--- config.mk ---
export PLATFORM = sky130hd
export DESIGN_NAME = shift_sequence_ctrl
export DESIGN_NICKNAME = d
export VERILOG_FILES = /design/src/rtl/shift_sequence_ctrl.sv
export SDC_FILE = /design/constraint.sdc
export NUM_CORES = 1
export LEC_CHECK = 0
export ABC_AREA = 1
export CORE_MARGIN = 2
export CORE_UTILIZATION = 50
export CTS_CLUSTER_SIZE = 16
export DETAILED_ROUTE_END_ITERATION = 8
export PLACE_DENSITY = 0.83
export REMOVE_ABC_BUFFERS = 1
export SLEW_MARGIN = 20
export SYNTH_ARGS = -nofsm -noshare
export SYNTH_HDL_FRONTEND = slang
export SYNTH_SLANG_ARGS = --single-unit
--- constraint.sdc ---
create_clock -name clk -period 3.2 [get_ports clk]
set_input_delay 0.64 -clock clk [delete_from_list [all_inputs] [get_ports clk]]
set_output_delay 0.64 -clock clk [all_outputs]
set_load 0.01 [all_outputs]
--- src/rtl/shift_sequence_ctrl.sv ---
// -----------------------------------------------------------------------------
// shift_sequence_ctrl
//
// Control FSM for the one-hot shift datapath. Each run issues one load pulse,
// then paces shift pulses with a programmable tick divider. It tracks the
// one-hot bit position internally so it can steer a bounce (ping-pong) pattern.
// The run ends when the datapath raises done.
//
// Parameters
//   WIDTH    : datapath register width; position wraps modulo WIDTH (>= 2)
//   CYCLES   : shifts per run (the run end itself comes from done)
//   TICK_DIV : idle WAIT cycles between shift pulses (>= 1)
//
// Ports
//   clk         in   system clock, rising edge
//   reset_n     in   asynchronous active-low reset
//   start       in   level, sampled in IDLE to begin a run
//   stop        in   level, aborts any active run
//   repeat_en   in   level, sampled in FINISH to auto-restart
//   mode        in   0 left, 1 right, 2 bounce, 3 left; latched on leaving IDLE
//   done        in   registered run-complete flag from the datapath
//   load        out  one-cycle load pulse
//   shift_left  out  one-cycle shift pulse
//   shift_right out  one-cycle shift pulse, exclusive with shift_left
//   busy        out  high in every state except IDLE
//   run_done    out  one-cycle pulse when a run completes
//   run_count   out  completed runs, wraps 255 -> 0
//   position    out  current one-hot bit index
// -----------------------------------------------------------------------------
module shift_sequence_ctrl #(
  parameter int WIDTH    = 8,
  parameter int CYCLES   = 18,
  parameter int TICK_DIV = 4
) (
  input  logic                     clk,
  input  logic                     reset_n,
  input  logic                     start,
  input  logic                     stop,
  input  logic                     repeat_en,
  input  logic [1:0]               mode,
  input  logic                     done,
  output logic                     load,
  output logic                     shift_left,
  output logic                     shift_right,
  output logic                     busy,
  output logic                     run_done,
  output logic [7:0]               run_count,
  output logic [$clog2(WIDTH)-1:0] position
);

  localparam int PW = $clog2(WIDTH);
  localparam int TW = (TICK_DIV > 1) ? $clog2(TICK_DIV) : 1;

  localparam logic [PW-1:0] POS_MAX     = PW'(WIDTH - 1);
  localparam logic [TW-1:0] TICK_RELOAD = TW'(TICK_DIV - 1);

  if (WIDTH < 2 || CYCLES < 1 || TICK_DIV < 1) begin : g_param_check
    $error("shift_sequence_ctrl: requires WIDTH >= 2, CYCLES >= 1, TICK_DIV >= 1");
  end

  typedef enum logic [2:0] {
    ST_IDLE,
    ST_LOAD,
    ST_WAIT,
    ST_SHIFT,
    ST_FINISH
  } state_e;

  typedef enum logic [1:0] {
    MODE_LEFT,
    MODE_RIGHT,
    MODE_BOUNCE,
    MODE_LEFT_ALT
  } mode_e;

  typedef enum logic {
    DIR_LEFT  = 1'b0,
    DIR_RIGHT = 1'b1
  } dir_e;

  state_e          state_q, state_d;
  mode_e           mode_q;
  dir_e            dir_q;
  logic [TW-1:0]   tick_q;
  logic [PW-1:0]   pos_next;

  // State register.
  // NOTE: every clocked process assigns with <= so all registers sample the
  // same pre-edge values; a blocking = here would create order-dependent races.
  always_ff @(posedge clk or negedge reset_n) begin
    if (!reset_n) begin
      state_q <= ST_IDLE;
    end else begin
      state_q <= state_d;
    end
  end

  // Next-state and Moore output decode.
  // NOTE: every signal written here gets a default first, so no path through
  // the case statement can leave one unassigned and infer a latch.
  always_comb begin
    state_d     = state_q;
    load        = 1'b0;
    shift_left  = 1'b0;
    shift_right = 1'b0;
    run_done    = 1'b0;
    busy        = (state_q != ST_IDLE);

    unique case (state_q)
      ST_IDLE: begin
        if (!stop && start) state_d = ST_LOAD;
      end
      ST_LOAD: begin
        load    = 1'b1;
        state_d = ST_WAIT;
      end
      ST_WAIT: begin
        if (stop)                state_d = ST_IDLE;
        else if (done)           state_d = ST_FINISH;
        else if (tick_q == '0)   state_d = ST_SHIFT;
      end
      ST_SHIFT: begin
        // The pulse is Moore-decoded, so it still occurs when stop aborts here.
        shift_left  = (dir_q == DIR_LEFT);
        shift_right = (dir_q == DIR_RIGHT);
        state_d     = stop ? ST_IDLE : ST_WAIT;
      end
      ST_FINISH: begin
        run_done = 1'b1;
        if (stop)           state_d = ST_IDLE;
        else if (repeat_en) state_d = ST_LOAD;
        else                state_d = ST_IDLE;
      end
      default: state_d = ST_IDLE;
    endcase
  end

  // Position after the pending shift, wrapping modulo WIDTH like the datapath.
  always_comb begin
    if (dir_q == DIR_LEFT) pos_next = (position == POS_MAX) ? '0 : position + 1'b1;
    else                   pos_next = (position == '0) ? POS_MAX : position - 1'b1;
  end

  // Run bookkeeping: tick divider, position tracker, direction and mode latches.
  always_ff @(posedge clk or negedge reset_n) begin
    if (!reset_n) begin
      tick_q    <= '0;
      position  <= '0;
      dir_q     <= DIR_LEFT;
      mode_q    <= MODE_LEFT;
      run_count <= '0;
    end else begin
      unique case (state_q)
        ST_IDLE: begin
          if (!stop && start) mode_q <= mode_e'(mode);
        end
        ST_LOAD: begin
          tick_q   <= TICK_RELOAD;
          position <= '0;
          dir_q    <= (mode_q == MODE_RIGHT) ? DIR_RIGHT : DIR_LEFT;
        end
        ST_WAIT: begin
          if (!stop && !done && tick_q != '0) tick_q <= tick_q - 1'b1;
        end
        ST_SHIFT: begin
          position <= pos_next;
          tick_q   <= TICK_RELOAD;
          // Bounce turns around at the ends, judged on the post-shift position,
          // so the datapath never wraps in this mode.
          if (mode_q == MODE_BOUNCE) begin
            if (pos_next == POS_MAX)  dir_q <= DIR_RIGHT;
            else if (pos_next == '0)  dir_q <= DIR_LEFT;
          end
        end
        ST_FINISH: begin
          run_count <= run_count + 8'd1;
          if (!stop && repeat_en) mode_q <= mode_e'(mode);
        end
        default: ;
      endcase
    end
  end

endmodule

==> Yosys cells after proc, flatten, opt, wreduce, memory -nomap -nowiden <==
Cells that the tools add are included.
{ "op_classes": {"n_addsub": 4, "n_eq_ne": 14, "muxes": 26, "bitwise": 1, "n_reduce_logical": 20} }
{ "ops": {"columns": ["operator", "count"], "rows": [
  ["two-way mux 3 bit", 7],
  ["case mux 3 bit (5 select lines)", 1],
  ["two-way mux 1 bit", 10],
  ["== test 3 bit, second input constant", 3],
  ["logical NOT 3 bit", 3],
  ["adder 8 x 1 -> 8 bit, second input constant", 1],
  ["two-way mux 2 bit", 4],
  ["inequality test 2 bit, second input constant", 4],
  ["case mux 2 bit (2 select lines)", 2],
  ["nonzero test 2 bit", 4],
  ["== test 3 x 2 -> 1 bit, second input constant", 2],
  ["case mux 3 bit (2 select lines)", 1],
  ["AND reduction 3 bit", 2],
  ["logical AND 1 bit", 4],
  ["inequality test 4 bit, second input constant", 1],
  ["AND reduction 2 bit", 2],
  ["adder 3 x 1 -> 3 bit, second input constant", 1],
  ["== test 3 x 1 -> 1 bit, second input constant", 1],
  ["inequality test 3 bit, second input constant", 1],
  ["nonzero test 3 bit", 1],
  ["subtractor 3 x 1 -> 3 bit, second input constant", 1],
  ["== test 2 x 1 -> 1 bit, second input constant", 1],
  ["== test 2 bit, second input constant", 1],
  ["logical NOT 1 bit", 2],
  ["other kinds (5)", 5]
]} }
{ "word_totals": {"regBits": 19, "output_inout_bits": 16, "word_cells": 71} }

==> Longest topological paths before layout <==
Gate-level depths: netlist of the first run.
{ "depth": {"ltp_word": 8, "depth_mapped": 13} }

==> Least setup slack after synthesis of the first run <==
No wires, ideal clock.
{ "synth_path": {"path_kind": "register to output", "startpoint": "reg state_q[2]", "endpoint": "out load", "arrival_ps": 924, "required_ps": 2560, "slack_ps": 1636, "stages_incl_launch_ff": 4, "path_cell_list": "dfrtp_1 -> nor2_2 -> inv_1 -> nor2_1"} }
{ "synth_via": {"elab_chain_len": 2} }
{ "synth_lines": {"columns": ["item", "line_no", "text"], "rows": [
  ["from (decl)", "81", "state_e state_q, state_d;"],
  ["from (signal assigned)", "94", "state_q <= state_d;"],
  ["== test 3 x 1 -> 1 bit", "109", "unique case (state_q)"],
  ["two-way mux 1 bit", "109", null],
  ["to (decl)", "42", "output logic load,"]
]} }
Every way passes these cells.

==> Worst setup path after layout of the first run <==
Same ends and word-level chain as after synthesis.

==> impl_results.md, run 1 <==
* Synthesis Warnings at 0
* Final hold violation count at 0
* DRC viols at 0
* RSZ-0062 raised after global routing: false
* Clock Tree Buf Depth at 2
* DIE AREA at 2600 sq um
* Cell Area, Synth at 1100 sq um
* Drt total wl at 2000 microns
* M1 WL at 954 microns
* Distinct cells, synth at 24
* Post-Syn Area per Cell at 8.41 sq um
* Top delay family on crit path: buffers and inverters
* Layout cells sized above 1 at 12.7%
* Post-layout minimum cycle time at 2490 ps
* Nets at 172
* Die Width at 51.0 microns
* Via density at 4.82
* WP data required at 2560 ps
* Starting Density at 54.5%
* Layout area overhead at 25.8%
* Cell breakdown of the critical path: nor2_2 -> inv_1 -> nor2_1 -> clkdlybuf4s50_1
* Gp weighted congestion at 0.829
* Skew-Pair Late Insertion Delay at 300 ps
* Syn Inst Count at 131
* Diodes inserted at 0
* Reg clk slew, reported paths at 110 ps
* Largest net degree at the start of global routing at 20
* Leakage at 0.687 nW
* Crit-path max cell delay at 570 ps
* CP Max Fanout at 6
* Fmax at 0.402 GHz
* Clock sink count at 19
* Root Buffer: clkbuf_4
* Setup crit start: state_q[2]
* Post-CTS setup buffers at 0
* Hold Crit Class: flop to flop
* Global-route wire length before repair at 3600 microns
* WL/cell at 10.8 microns
* Crit path launch type: flop
* Total track usage at 18.2%
* Setup CP Type: flop to output pin
* Worst EP arrival at 1850 ps
* TNS Setup at 0 ps
* Post-CTS sizing at 0
* H-tree Lvls at 1
* Via count at 886
* Hold wc startpoint: tick_q[0]
* DP Wirelength at 1590 microns
* Critical-path top delay cell: clkdlybuf4s50_1
* Worst Clk Skew at 10.3 ps
* Total length of routed met2 wires at 960 microns
* Pwr per Cell Area at 715 nW/um^2
* FF+latch count, synth at 19
* Worst r2r src: position[0]
* WL met3 at 58 microns
* Status: completed
* Antenna violations before repair at 0
* Grt ovf at 0
* Total CTS buffers at 3
* Pin slew with the least headroom to its limit at 822 ps
* Highest Signal Layer: met4
* Buf/Inv on CP at 2
* Fin crit share at 77.8%
* Buffers added on ports at 23
* IO Count at 24
* Commonest non-fill, non-tap cell in the layout: nand2_1
* Fin Hold WS at 489 ps
* Sequential area share after synthesis at 43.1%
* Row cnt at 16
* CP Capture Type: output pin
* Max-cap violations at 0
* CTS tree: done
* Commonest cells after routing, fill and taps aside: nand2_1, clkdlybuf4s50_1, dfrtp_1
* Core box area at 2020 sq um
* Slew Limit Fails at 0
* Die Ht at 51.0 microns
* Peak VDD IR at 0.000401 V
* Slew HR at 45.0%
* Vias in the first global route at 876
* Post-DRT Antenna Nets at 0
* DRT iter0 DRCs at 18
* Hold_buf cts at 0
* Final Setup Violations at 0
* DR pass1 iterations at 4
-- sequential cells by signal (all words and copies together) (netlist names) --
register and flops:
state_q 3, dir_q 1, tick_q 2, position 3, mode_q 2, run_count 8
-- report_power, final --
group	internal [W]	switching (W)
Sequential	0.000308	0.0000669
Clock	0.0000466	0.0000745
Combinational	0.000226	0.000269
-- layer usage --
layer	vias up	global-route usage, %
met3	3	4.09
met4	0	5.86
li1	465	-
met2	15	30.5
met5	-	0
met1	403	23.2
-- per-stage QoR --
stage	total power, W	std cells	instance area, sq um	utilization (%)	setup WS [ps]
floorplan	0.000702	130	1090	-	1640
global placement	0.000860	180	1360	67.2	1100
detailed placement	0.000875	180	1360	67.2	1040
CTS	0.000996	184	1390	68.6	697
global route	0.00109	184	1390	68.6	581
finish	0.000991	184	1390	68.6	710
-- synthesized netlist by cell type --
cell type | n | area [sq um]
a21oi_1 | 4 | 20.0
buf_4 | 1 | 7.51
dfrtp_1 | 19 | 475
ha_1 | 6 | 75.1
inv_1 | 15 | 56.3
inv_2 | 6 | 22.5
mux2_1 | 1 | 11.3
nand2_1 | 26 | 97.6
nand2_2 | 2 | 12.5
nand3_1 | 9 | 45.0
nand3_2 | 2 | 20.0
nand3_4 | 1 | 17.5
nand4_1 | 1 | 6.26
nor2_1 | 13 | 48.8
nor2_2 | 3 | 18.8
nor2_4 | 1 | 11.3
nor3_1 | 2 | 10.0
o211ai_1 | 1 | 7.51
o21ai_0 | 2 | 10.0
o21ai_1 | 3 | 15.0
o22ai_1 | 3 | 18.8
xnor2_1 | 5 | 43.8
xnor2_2 | 1 | 16.3
xor2_1 | 4 | 35.0
-- worst paths after layout --
path | depth (start not counted) | end | slack (ps)
max in group asynchronous | 1 | position[2] | 1880
hold reg to reg | 1 | tick_q[0] | 490
setup reg to reg | 10 | dir_q | 1600
min in group asynchronous | 1 | state_q[0] | 800
setup / recovery | 4 | load | 710
hold / removal | 1 | tick_q[0] | 490
-- cell type report --
type | count | area (sq um)
Clock buffer | 3 | 22.5
Fill cell | 164 | 636
Timing Repair Buffer | 23 | 230
Tap cell | 27 | 33.8
Clock inverter | 1 | 5.00
Inverter | 21 | 78.8
Sequential cell | 19 | 475
Multi-Input combinational cell | 90 | 541
-- logic make-up after synthesis --
logic type / share of synthesized area (%)
simple gates: 26.1
buf+inv: 7.83
flops: 43.1
compound gates: 6.47
xor+xnor: 8.63
fa+ha+maj: 6.81
mux: 1.02
-- worst register-to-register path: stages (launching register included) --
cell,delay [ps]
dfrtp_1,430
ha_1,210
ha_1,270
nor2_1,140
inv_1,60
nand2_1,90
nand2_1,50
nand2_1,60
nand2_1,60
nand3_1,70
nand2_1,50
No activity file was read; power rests on OpenSTA's default activity.
==> run 2: changes to the inputs <==
--- a/config.mk
+++ b/config.mk
@@ -7,10 +7,10 @@
 export LEC_CHECK = 0
 export ABC_AREA = 1
 export CORE_MARGIN = 2
-export CORE_UTILIZATION = 50
+export CORE_UTILIZATION = 49
 export CTS_CLUSTER_SIZE = 16
 export DETAILED_ROUTE_END_ITERATION = 8
-export PLACE_DENSITY = 0.83
+export PLACE_DENSITY = 0.82
 export REMOVE_ABC_BUFFERS = 1
 export SLEW_MARGIN = 20
 export SYNTH_ARGS = -nofsm -noshare
==> constraint.sdc (replaced) <==
create_clock -name clk -period 2.6 [get_ports clk]
set_input_delay 0.52 -clock clk [delete_from_list [all_inputs] [get_ports clk]]
set_output_delay 0.52 -clock clk [all_outputs]
set_load 0.01 [all_outputs]
==> run 2 against run 1 <==
  * Flip-flop and latch count is the same
  * Critical path depth did not move
  * Clock power up 21%
  * Critical path type unchanged
  * First-iteration DRC count up 17%
  * Register-to-register slack lost 650 ps
  * Critical endpoint unchanged
==> impl_results.md, run 2 (same netlist as run 1, synthesis figures left out) <==
* H-tree Lvls at 1
* DRT iter0 DRCs at 21
* Fin crit share at 90.6%
* Max-cap violations at 0
* IO Count at 24
* Slew Limit Fails at 0
* Post-DRT Antenna Nets at 0
* Antenna violations before repair at 0
* Power after layout at 0.00124 W
* Via density at 4.97
* Layout fillers at 198
* Worst EP arrival at 1840 ps
* Post-CTS sizing at 0
* TNS Setup at 0 ps
* DP Wirelength at 1720 microns
* DRC viols at 0
* Largest Register: run_count
* Fin Hold WS at 492 ps
* Hold Crit Class: flop to flop
* Commonest cells after routing, fill and taps aside: nand2_1, clkdlybuf4s50_1, dfrtp_1
* Post-CTS setup buffers at 0
* Nets at 173
* Commonest non-fill, non-tap cell in the layout: nand2_1
* Skew-Pair Late Insertion Delay at 290 ps
* Grt ovf at 0
* Setup CP Type: flop to output pin
* Buffers added on ports at 23
* Final hold violation count at 0
* Layout area overhead at 26.6%
* DR pass1 iterations at 4
* Largest regs: run_count (8), position (3), state_q (3)
* CP Capture Type: output pin
* Slew HR at 78.3%
* Clock sink count at 19
* Diodes inserted at 0
* Peak VDD IR at 0.000614 V
* DIE AREA at 2650 sq um
* Status: completed
* Total track usage at 19.7%
* Drt total wl at 2190 microns
* Final Setup Violations at 0
* Layout cells sized above 1 at 13.3%
* RSZ-0062 raised after global routing: false
* Vias in the first global route at 974
* Post-layout minimum cycle time at 2360 ps
* Gp weighted congestion at 0.735
* Total CTS buffers at 3
* Core box area at 2170 sq um
* Buf/Inv on CP at 2
* Placement-stage cell area at 1370 sq um
* Via count at 925
* Worst Clk Skew at 3.70 ps
* Cell breakdown of the critical path: nor2_2 -> inv_1 -> nor2_1 -> clkdlybuf4s50_1
* Hold_buf cts at 0
* Crit-path max cell delay at 560 ps
* Pwr per Cell Area at 886 nW/um^2
* WL/cell at 11.8 microns
* Global-route wire length before repair at 3950 microns
* Final Instance Area at 1400 sq um
* Leakage at 0.692 nW
* Largest net degree at the start of global routing at 20
* Row cnt at 17
* Die Width at 51.4 microns
* Die Ht at 51.4 microns
* Fin cells at 186
* Top delay family on crit path: buffers and inverters
* CP Max Fanout at 6
* Starting Density at 50.8%
* DP Cell Count at 182
* WP data required at 2080 ps
* Max reg flops at 8
* CTS tree: done
* Clock Tree Buf Depth at 2
* Fmax at 0.425 GHz
* Reg clk slew, reported paths at 110 ps
* Root Buffer: clkbuf_4
* Critical-path top delay cell: clkdlybuf4s50_1
* Pin slew with the least headroom to its limit at 326 ps
* Crit path launch type: flop
## run 2: worst register-to-register path: stages, from the launching register on
cell and delay, ps:
dfrtp_1 440, ha_1 220, ha_1 190, o21ai_0 190, nand2_1 100, nor2_1 110
nand2_1 70, nand2_1 60, nand2_1 60, nand3_1 70, nand2_1 50
## run 2: final cells by class
| type | count | area [sq um] | share of cell area [%] |
|---|---|---|---|
| repair buffers | 24 | 238 | 17.0 |
| clock buffers | 3 | 22.5 | 1.61 |
| clock inverters | 1 | 5.00 | 0.359 |
| inverters | 21 | 78.8 | 5.65 |
| well taps | 28 | 35.0 | 2.51 |
| flip-flops and latches | 19 | 475 | 34.1 |
| multi-input cells | 90 | 541 | 38.7 |
## run 2: worst paths after layout
check	from	end	slack [ps]	cells past startpoint
max	state_q[2]	load	240	4
min	tick_q[0]	tick_q[0]	490	1
max reg2reg	position[0]	dir_q	950	10
min reg2reg	tick_q[0]	tick_q[0]	490	1
max in group asynchronous	reset_n	position[0]	1850	2
min in group asynchronous	reset_n	run_count[0]	550	2
## run 2: metrics by stage
step | setup WS, ps | utilization [%]
2_1_floorplan | 1100 | -
3_3_place_gp | 619 | 63.0
3_5_place_dp | 578 | 63.0
4_1_cts | 236 | 64.3
5_1_grt | 110 | 64.3
6_report | 245 | 64.3
## run 2: per-layer routing
layer | GRT usage, % | wire (microns) | vias to the layer above
met3 | 2.63 | 82 | 2
met4 | 7.02 | 12 | 0
met1 | 23.9 | 936 | 427
met2 | 35.3 | 1160 | 24
li1 | - | - | 472
met5 | 0 | 0 | -
## run 2: power breakdown
| group | switching, W | internal [W] |
|---|---|---|
| registers | 0.0000887 | 0.000379 |
| clock network | 0.0000892 | 0.0000572 |
| logic | 0.000342 | 0.000280 |
| total | 0.000519 | 0.000717 |
